### config.mk
export PLATFORM = sky130hd
export DESIGN_NAME = cmd_symbol_tx
export DESIGN_NICKNAME = d
export VERILOG_FILES = /design/src/rtl/cmd_sym_pkg.sv /design/src/rtl/cmd_fifo.sv /design/src/rtl/cmd_symbol_tx.sv
export SDC_FILE = /design/constraint.sdc
export NUM_CORES = 1
export LEC_CHECK = 0
export ABC_AREA = 0
export ABC_CLOCK_PERIOD_IN_PS = 1940
export CAP_MARGIN = 10
export CORE_ASPECT_RATIO = 0.6
export CORE_MARGIN = 5
export CORE_UTILIZATION = 48
export CTS_CLUSTER_SIZE = 30
export DETAILED_ROUTE_END_ITERATION = 6
export PLACE_DENSITY = 0.73
export SYNTH_ARGS = -nofsm -noshare
export SYNTH_HDL_FRONTEND = slang
export SYNTH_SLANG_ARGS = --single-unit
### constraint.sdc
create_clock -name clk -period 1.94 [get_ports clk]
set_clock_uncertainty 0.2 [all_clocks]
set_input_delay 0.388 -clock clk [delete_from_list [all_inputs] [get_ports clk]]
set_output_delay 0.388 -clock clk [all_outputs]
set_load 0.02 [all_outputs]
### src/rtl/cmd_sym_pkg.sv
// ---------------------------------------------------------------------------
// cmd_sym_pkg
// Shared definitions for the 2-bit command-symbol link, used by both the
// transmitter (cmd_symbol_tx) and the Moore-style symbol decoder.
//   SYM_*       : symbol codes carried on the 2-bit bus
//   tx_state_t  : transmitter FSM state encoding
//   is_code()   : true for any symbol other than idle
// ---------------------------------------------------------------------------
package cmd_sym_pkg;

    localparam logic [1:0] SYM_IDLE = 2'b00;
    localparam logic [1:0] SYM_CLR  = 2'b01;
    localparam logic [1:0] SYM_TGL  = 2'b10;
    localparam logic [1:0] SYM_SET  = 2'b11;

    typedef enum logic [1:0] {
        ST_IDLE = 2'b00,
        ST_SEND = 2'b01,
        ST_GAP  = 2'b10
    } tx_state_t;

    function automatic logic is_code(input logic [1:0] sym);
        return sym != SYM_IDLE;
    endfunction

endpackage

### src/rtl/cmd_fifo.sv
// ---------------------------------------------------------------------------
// cmd_fifo
// Small synchronous FIFO holding queued command symbols.
// Ports:
//   clk      : clock, rising edge
//   reset    : asynchronous active-low, flushes the FIFO to empty
//   i_push   : write i_wdata (ignored when full)
//   i_wdata  : data to write
//   i_pop    : advance the read pointer (ignored when empty)
//   o_rdata  : head-of-queue data (valid when not empty)
//   o_full   : DEPTH entries held
//   o_empty  : no entries held
//   o_count  : number of entries held
// DEPTH must be a power of two so the pointers wrap naturally.
// ---------------------------------------------------------------------------
module cmd_fifo #(
    parameter int DEPTH = 4,
    parameter int WIDTH = 2
) (
    input  logic                     clk,
    input  logic                     reset,
    input  logic                     i_push,
    input  logic [WIDTH-1:0]         i_wdata,
    input  logic                     i_pop,
    output logic [WIDTH-1:0]         o_rdata,
    output logic                     o_full,
    output logic                     o_empty,
    output logic [$clog2(DEPTH):0]   o_count
);

    localparam int AW = $clog2(DEPTH);
    localparam logic [AW:0] FULL_COUNT = (AW+1)'(DEPTH);

    logic [WIDTH-1:0] r_mem [DEPTH];
    logic [AW-1:0]    r_wr_ptr;
    logic [AW-1:0]    r_rd_ptr;
    logic [AW:0]      r_count;
    logic             w_do_push;
    logic             w_do_pop;

    assign w_do_push = i_push & ~o_full;
    assign w_do_pop  = i_pop & ~o_empty;

    assign o_full  = (r_count == FULL_COUNT);
    assign o_empty = (r_count == '0);
    assign o_count = r_count;
    assign o_rdata = r_mem[r_rd_ptr];

    // Storage has no reset; only the pointers and count define what is valid.
    always_ff @(posedge clk) begin
        if (w_do_push) begin
            r_mem[r_wr_ptr] <= i_wdata;
        end
    end

    // Pointer and occupancy bookkeeping; push+pop together leaves count unchanged.
    always_ff @(posedge clk or negedge reset) begin
        if (!reset) begin
            r_wr_ptr <= '0;
            r_rd_ptr <= '0;
            r_count  <= '0;
        end else begin
            if (w_do_push) begin
                r_wr_ptr <= r_wr_ptr + 1'b1;
            end
            if (w_do_pop) begin
                r_rd_ptr <= r_rd_ptr + 1'b1;
            end
            case ({w_do_push, w_do_pop})
                2'b10:   r_count <= r_count + 1'b1;
                2'b01:   r_count <= r_count - 1'b1;
                default: r_count <= r_count;
            endcase
        end
    end

endmodule

### src/rtl/cmd_symbol_tx.sv
// ---------------------------------------------------------------------------
// cmd_symbol_tx
// Transmit side of the 2-bit command-symbol link. Commands arrive over a
// valid/ready handshake, are queued, and are serialised as a code symbol held
// for HOLD_CYCLES followed by GAP_CYCLES of idle.
// Ports:
//   clk         : clock, rising edge
//   reset       : asynchronous active-low
//   cmd_valid   : command present
//   cmd         : 01 clear, 10 toggle, 11 set, 00 illegal
//   cmd_ready   : command accepted when valid and ready on an edge
//   aout        : registered symbol stream to the decoder
//   busy        : FSM active or commands still queued
//   fifo_count  : queued entries
//   err_illegal : one-cycle pulse after an accepted 00 command
// ---------------------------------------------------------------------------
import cmd_sym_pkg::*;

module cmd_symbol_tx #(
    parameter int HOLD_CYCLES = 1,
    parameter int GAP_CYCLES  = 2,
    parameter int FIFO_DEPTH  = 4
) (
    input  logic                          clk,
    input  logic                          reset,
    input  logic                          cmd_valid,
    input  logic [1:0]                    cmd,
    output logic                          cmd_ready,
    output logic [1:0]                    aout,
    output logic                          busy,
    output logic [$clog2(FIFO_DEPTH):0]   fifo_count,
    output logic                          err_illegal
);

    localparam int CNT_MAX = (HOLD_CYCLES > GAP_CYCLES) ? HOLD_CYCLES : GAP_CYCLES;
    localparam int CW      = $clog2(CNT_MAX + 1);
    localparam logic [CW-1:0] HOLD_LOAD = CW'(HOLD_CYCLES - 1);
    localparam logic [CW-1:0] GAP_LOAD  = CW'(GAP_CYCLES - 1);

    tx_state_t     r_state;
    tx_state_t     w_state_next;
    logic [CW-1:0] r_cnt;
    logic [CW-1:0] w_cnt_next;
    logic [1:0]    r_aout;
    logic [1:0]    w_aout_next;
    logic          r_err_illegal;

    logic          w_accept;
    logic          w_push;
    logic          w_pop;
    logic          w_full;
    logic          w_empty;
    logic [1:0]    w_head;

    // Ready is a plain compare on the registered count, held low during reset.
    assign cmd_ready = reset & ~w_full;
    assign w_accept  = cmd_valid & cmd_ready;
    assign w_push    = w_accept & is_code(cmd);

    cmd_fifo #(
        .DEPTH (FIFO_DEPTH),
        .WIDTH (2)
    ) u_fifo (
        .clk     (clk),
        .reset   (reset),
        .i_push  (w_push),
        .i_wdata (cmd),
        .i_pop   (w_pop),
        .o_rdata (w_head),
        .o_full  (w_full),
        .o_empty (w_empty),
        .o_count (fifo_count)
    );

    assign aout        = r_aout;
    assign err_illegal = r_err_illegal;
    assign busy        = (r_state != ST_IDLE) | ~w_empty;

    // Next-state logic. GAP chains straight into SEND when more work is
    // queued so back-to-back commands have no extra idle cycle.
    always_comb begin
        w_state_next = r_state;
        w_cnt_next   = r_cnt;
        w_aout_next  = r_aout;
        w_pop        = 1'b0;
        case (r_state)
            ST_IDLE: begin
                w_aout_next = SYM_IDLE;
                if (!w_empty) begin
                    w_pop        = 1'b1;
                    w_aout_next  = w_head;
                    w_cnt_next   = HOLD_LOAD;
                    w_state_next = ST_SEND;
                end
            end
            ST_SEND: begin
                if (r_cnt != '0) begin
                    w_cnt_next = r_cnt - 1'b1;
                end else begin
                    w_aout_next  = SYM_IDLE;
                    w_cnt_next   = GAP_LOAD;
                    w_state_next = ST_GAP;
                end
            end
            ST_GAP: begin
                w_aout_next = SYM_IDLE;
                if (r_cnt != '0) begin
                    w_cnt_next = r_cnt - 1'b1;
                end else if (!w_empty) begin
                    w_pop        = 1'b1;
                    w_aout_next  = w_head;
                    w_cnt_next   = HOLD_LOAD;
                    w_state_next = ST_SEND;
                end else begin
                    w_state_next = ST_IDLE;
                end
            end
            default: begin
                w_aout_next  = SYM_IDLE;
                w_cnt_next   = '0;
                w_state_next = ST_IDLE;
            end
        endcase
    end

    // State, counter and output registers; reset drops aout to idle at once.
    always_ff @(posedge clk or negedge reset) begin
        if (!reset) begin
            r_state       <= ST_IDLE;
            r_cnt         <= '0;
            r_aout        <= SYM_IDLE;
            r_err_illegal <= 1'b0;
        end else begin
            r_state       <= w_state_next;
            r_cnt         <= w_cnt_next;
            r_aout        <= w_aout_next;
            r_err_illegal <= w_accept & ~is_code(cmd);
        end
    end

endmodule

==> out/metrics.yaml <==
synth:
  synthTopCellsByCount: "dfrtp_1 (14), edfxtp_1 (8), inv_1 (8)"
  ys_seq_area_frac: 0.557
  synth_warnings: 0
  synth_top_cells_by_area: "dfrtp_1 (33%), edfxtp_1 (23%), ha_1 (5.9%), mux4_2 (4.2%), xor2_1 (3.3%)"
  synth_cells: 79
  synth_area_um2: 1060
  yosysMostFrequentCell: "dfrtp_1"
  ys_types: 29
  synth_top_area_share: 0.330
  synth_nets: 90
  synth_top_cell_by_area: "dfrtp_1"
  ys.flop_type: "dfrtp_1"
  ys_ff_latch: 22
  synth.avg_cell_area_um2: 13.4
  synthArstFlopShare: 0.636
  synth_edf_count: 8
global_route:
  grt_pass1_vias: 692
  antenna_found_initial: 0
  grt_max_degree: 15
  track_usage: 0.148
  grt_overflow: 0
  grt_first_pass_wirelength_um: 3510
timing:
  fmax_mhz: 485
  drv_slew: 0
  rsz0062_at_grt: "yes"
  setup_viol: 3
  fin_crit_sh: 1.06
  worst_slack_ps: -122
  tns_ps: -239
  slew_headroom: 0.777
  worst_slew_pin_slew_ps: 331
  fin_crit_ps: 2060
  hold_viol: 0
floorplan:
  die-width_um: 70.7
  rows: 13
  die_y_um: 46.4
  ios: 13
  core_area_um2: 2130
  die_area_um2: 3280
  start_util: 0.498
flow_run:
  maxCapViolations: 0
power:
  pwr_density_cell_nw_per_um2: 1570
  ir_drop_v: 0.000702
  p_leak_nw: 0.656
detailed_routing:
  drt_iter0_markers: 22
  wirelength_um: 2140
  wl_per_cell_um: 14.7
  vias: 716
  firstDrtPassIters: 4
  drtAntennaViolNets: 0
  drc_errors: 0
  vias_per_cell: 4.90
clocking:
  hold_buffers: 0
  htreeDepth: 1
  cts_tree: "done"
  cts_buffers: 3
  clk_latency_ps: 260
  root_buffer: "clkbuf_8"
  clk_path_buf_depth: 2
  clk_pin_slew_worst_paths_ps: 80
  cts.sinks: 22
cells_and_area:
  drive_above_1_share: 0.431
  syn2layout_area_growth_pct: 37.7
  nNetsFinal: 128
  n_antenna_cell: 0
worst_setup_path:
  worstPathArrival_ps: 2050
  crit_path_start_kind: "flip-flop"
  worstPathRequired_ps: 1920
  crit_path_end_kind: "flip-flop"
  cp_max_fo: 3
  critPathKind: "reg -> reg"
run_status:
  run_status: "finished, violations left"
  violations: "setup timing"
min_path:
  holdCritPathClass: "in -> async"
place:
  io_buffers: 12
  dp_hpwl_um: 1580
  dpl_worst_slack_ps: -608
  place.gp.congestion: 0.775
==> layer usage <==
| metal | share of wire | GRT usage | vias to the layer above |
|---|---|---|---|
| met5 | 0 | 0 | - |
| met4 | 0.0037 | 0.0337 | 0 |
| met3 | 0.050 | 0.0501 | 2 |
| met2 | 0.42 | 0.219 | 19 |
| met1 | 0.52 | 0.211 | 347 |
| li1 | - | - | 348 |
==> flip-flops by register name, indices dropped and copies added (netlist names) <==
| name | cells |
|---|---|
| err_illegal | 1 |
| u_fifo.o_count | 3 |
| r_cnt | 2 |
| r_state | 2 |
| u_fifo.r_mem | 8 |
| u_fifo.r_rd_ptr | 2 |
| aout | 2 |
| u_fifo.r_wr_ptr | 2 |
==> stage by stage <==
| stage | std cells | hold WS, ps | utilization | cell area (um2) | power, mW |
|---|---|---|---|---|---|
| 2_1_floorplan | 79 | -108 | - | 1070 | 1.45 |
| 3_3_place_gp | 138 | 294 | 0.639 | 1360 | 1.88 |
| 3_5_place_dp | 138 | 283 | 0.639 | 1360 | 1.91 |
| 4_1_cts | 146 | 20.8 | 0.686 | 1460 | 2.29 |
| 5_1_grt | 146 | 36.7 | 0.686 | 1460 | 2.44 |
| 6_report | 146 | 29.7 | 0.686 | 1460 | 2.29 |
==> layout make-up <==
class | instances | area [um2]
Clock buffer | 3 | 41.3
Multi-Input combinational cell | 48 | 470
Sequential cell | 22 | 594
Fill cell | 148 | 669
Clock inverter | 1 | 3.75
Inverter | 8 | 30.0
Tap cell | 30 | 37.5
Timing Repair Buffer | 34 | 284
==> worst max-delay path, cell delays in order, from the launching register on <==
cell and delay (ps):
dfrtp_2 430, buf_6 120, nor2_4 120, a211oi_4 80, inv_1 70, ha_2 180, inv_2 40, fa_2 320
xor2_1 140, nor2_1 120, xor2_1 150
==> placed cells by master, fill, tap and decap left out, drive strengths merged <==
master	synthesis	final
clkdlybuf4s50	0	3
ha	5	5
o21ai	3	3
mux2	2	2
fa	1	1
edfxtp	8	8
buf	0	23
nor4b	1	1
dfrtp	14	14
o21a	3	3
and3	2	2
nor2	5	5
a22o	2	2
clkbuf	1	3
xnor2	2	2
nand2b	1	1
a21oi	2	2
a31oi	1	1
nor3	3	3
clkdlybuf4s15	0	1
a211oi	1	1
mux2i	1	1
mux4	2	2
and2	4	4
nor4	1	1
xor2	4	4
a211o	1	1
nand2	1	1
inv	8	8
clkinv	0	1
dlygate4sd2	0	7
==> worst paths after layout <==
kind	startpoint	to	slack, ps	depth (start not counted)
min in group clk	aout[0]	aout[0]	310	1
min reg2reg	aout[0]	aout[0]	310	1
min	reset	err_illegal	30	2
max in group asynchronous	reset	u_fifo.o_count[0]	1320	2
max reg2reg	u_fifo.o_count[0]	u_fifo.o_count[2]	-120	10
max	u_fifo.o_count[0]	u_fifo.o_count[2]	-120	10
==> kinds of logic (layout without fill, tap and decap cells) <==
kind of cell	after synthesis	count (layout)	share of synthesized area
AOI/OAI and AO/OA	13	13	0.0943
buffers and inverters	9	46	0.0318
xor gates and xnor gates	6	6	0.0495
adders and majority gates	6	6	0.0778
muxes	5	5	0.0766
DFF	22	22	0.557
and+or+nand+nor	18	18	0.113
==> timing repair <==
item	in CTS	in global routing
pin swaps	6	0
resized for setup	26	0
setup endpoints to repair	6	3
buffers inserted	4	0
hold endpoints to repair	0	0
==> power by group <==
group	switching, mW	internal [mW]	total [mW]
Sequential	0.145	0.637	0.782
Combinational	0.562	0.660	1.22
Clock	0.143	0.141	0.284
Total	0.850	1.44	2.29
(Power assumes the default switching activity.)
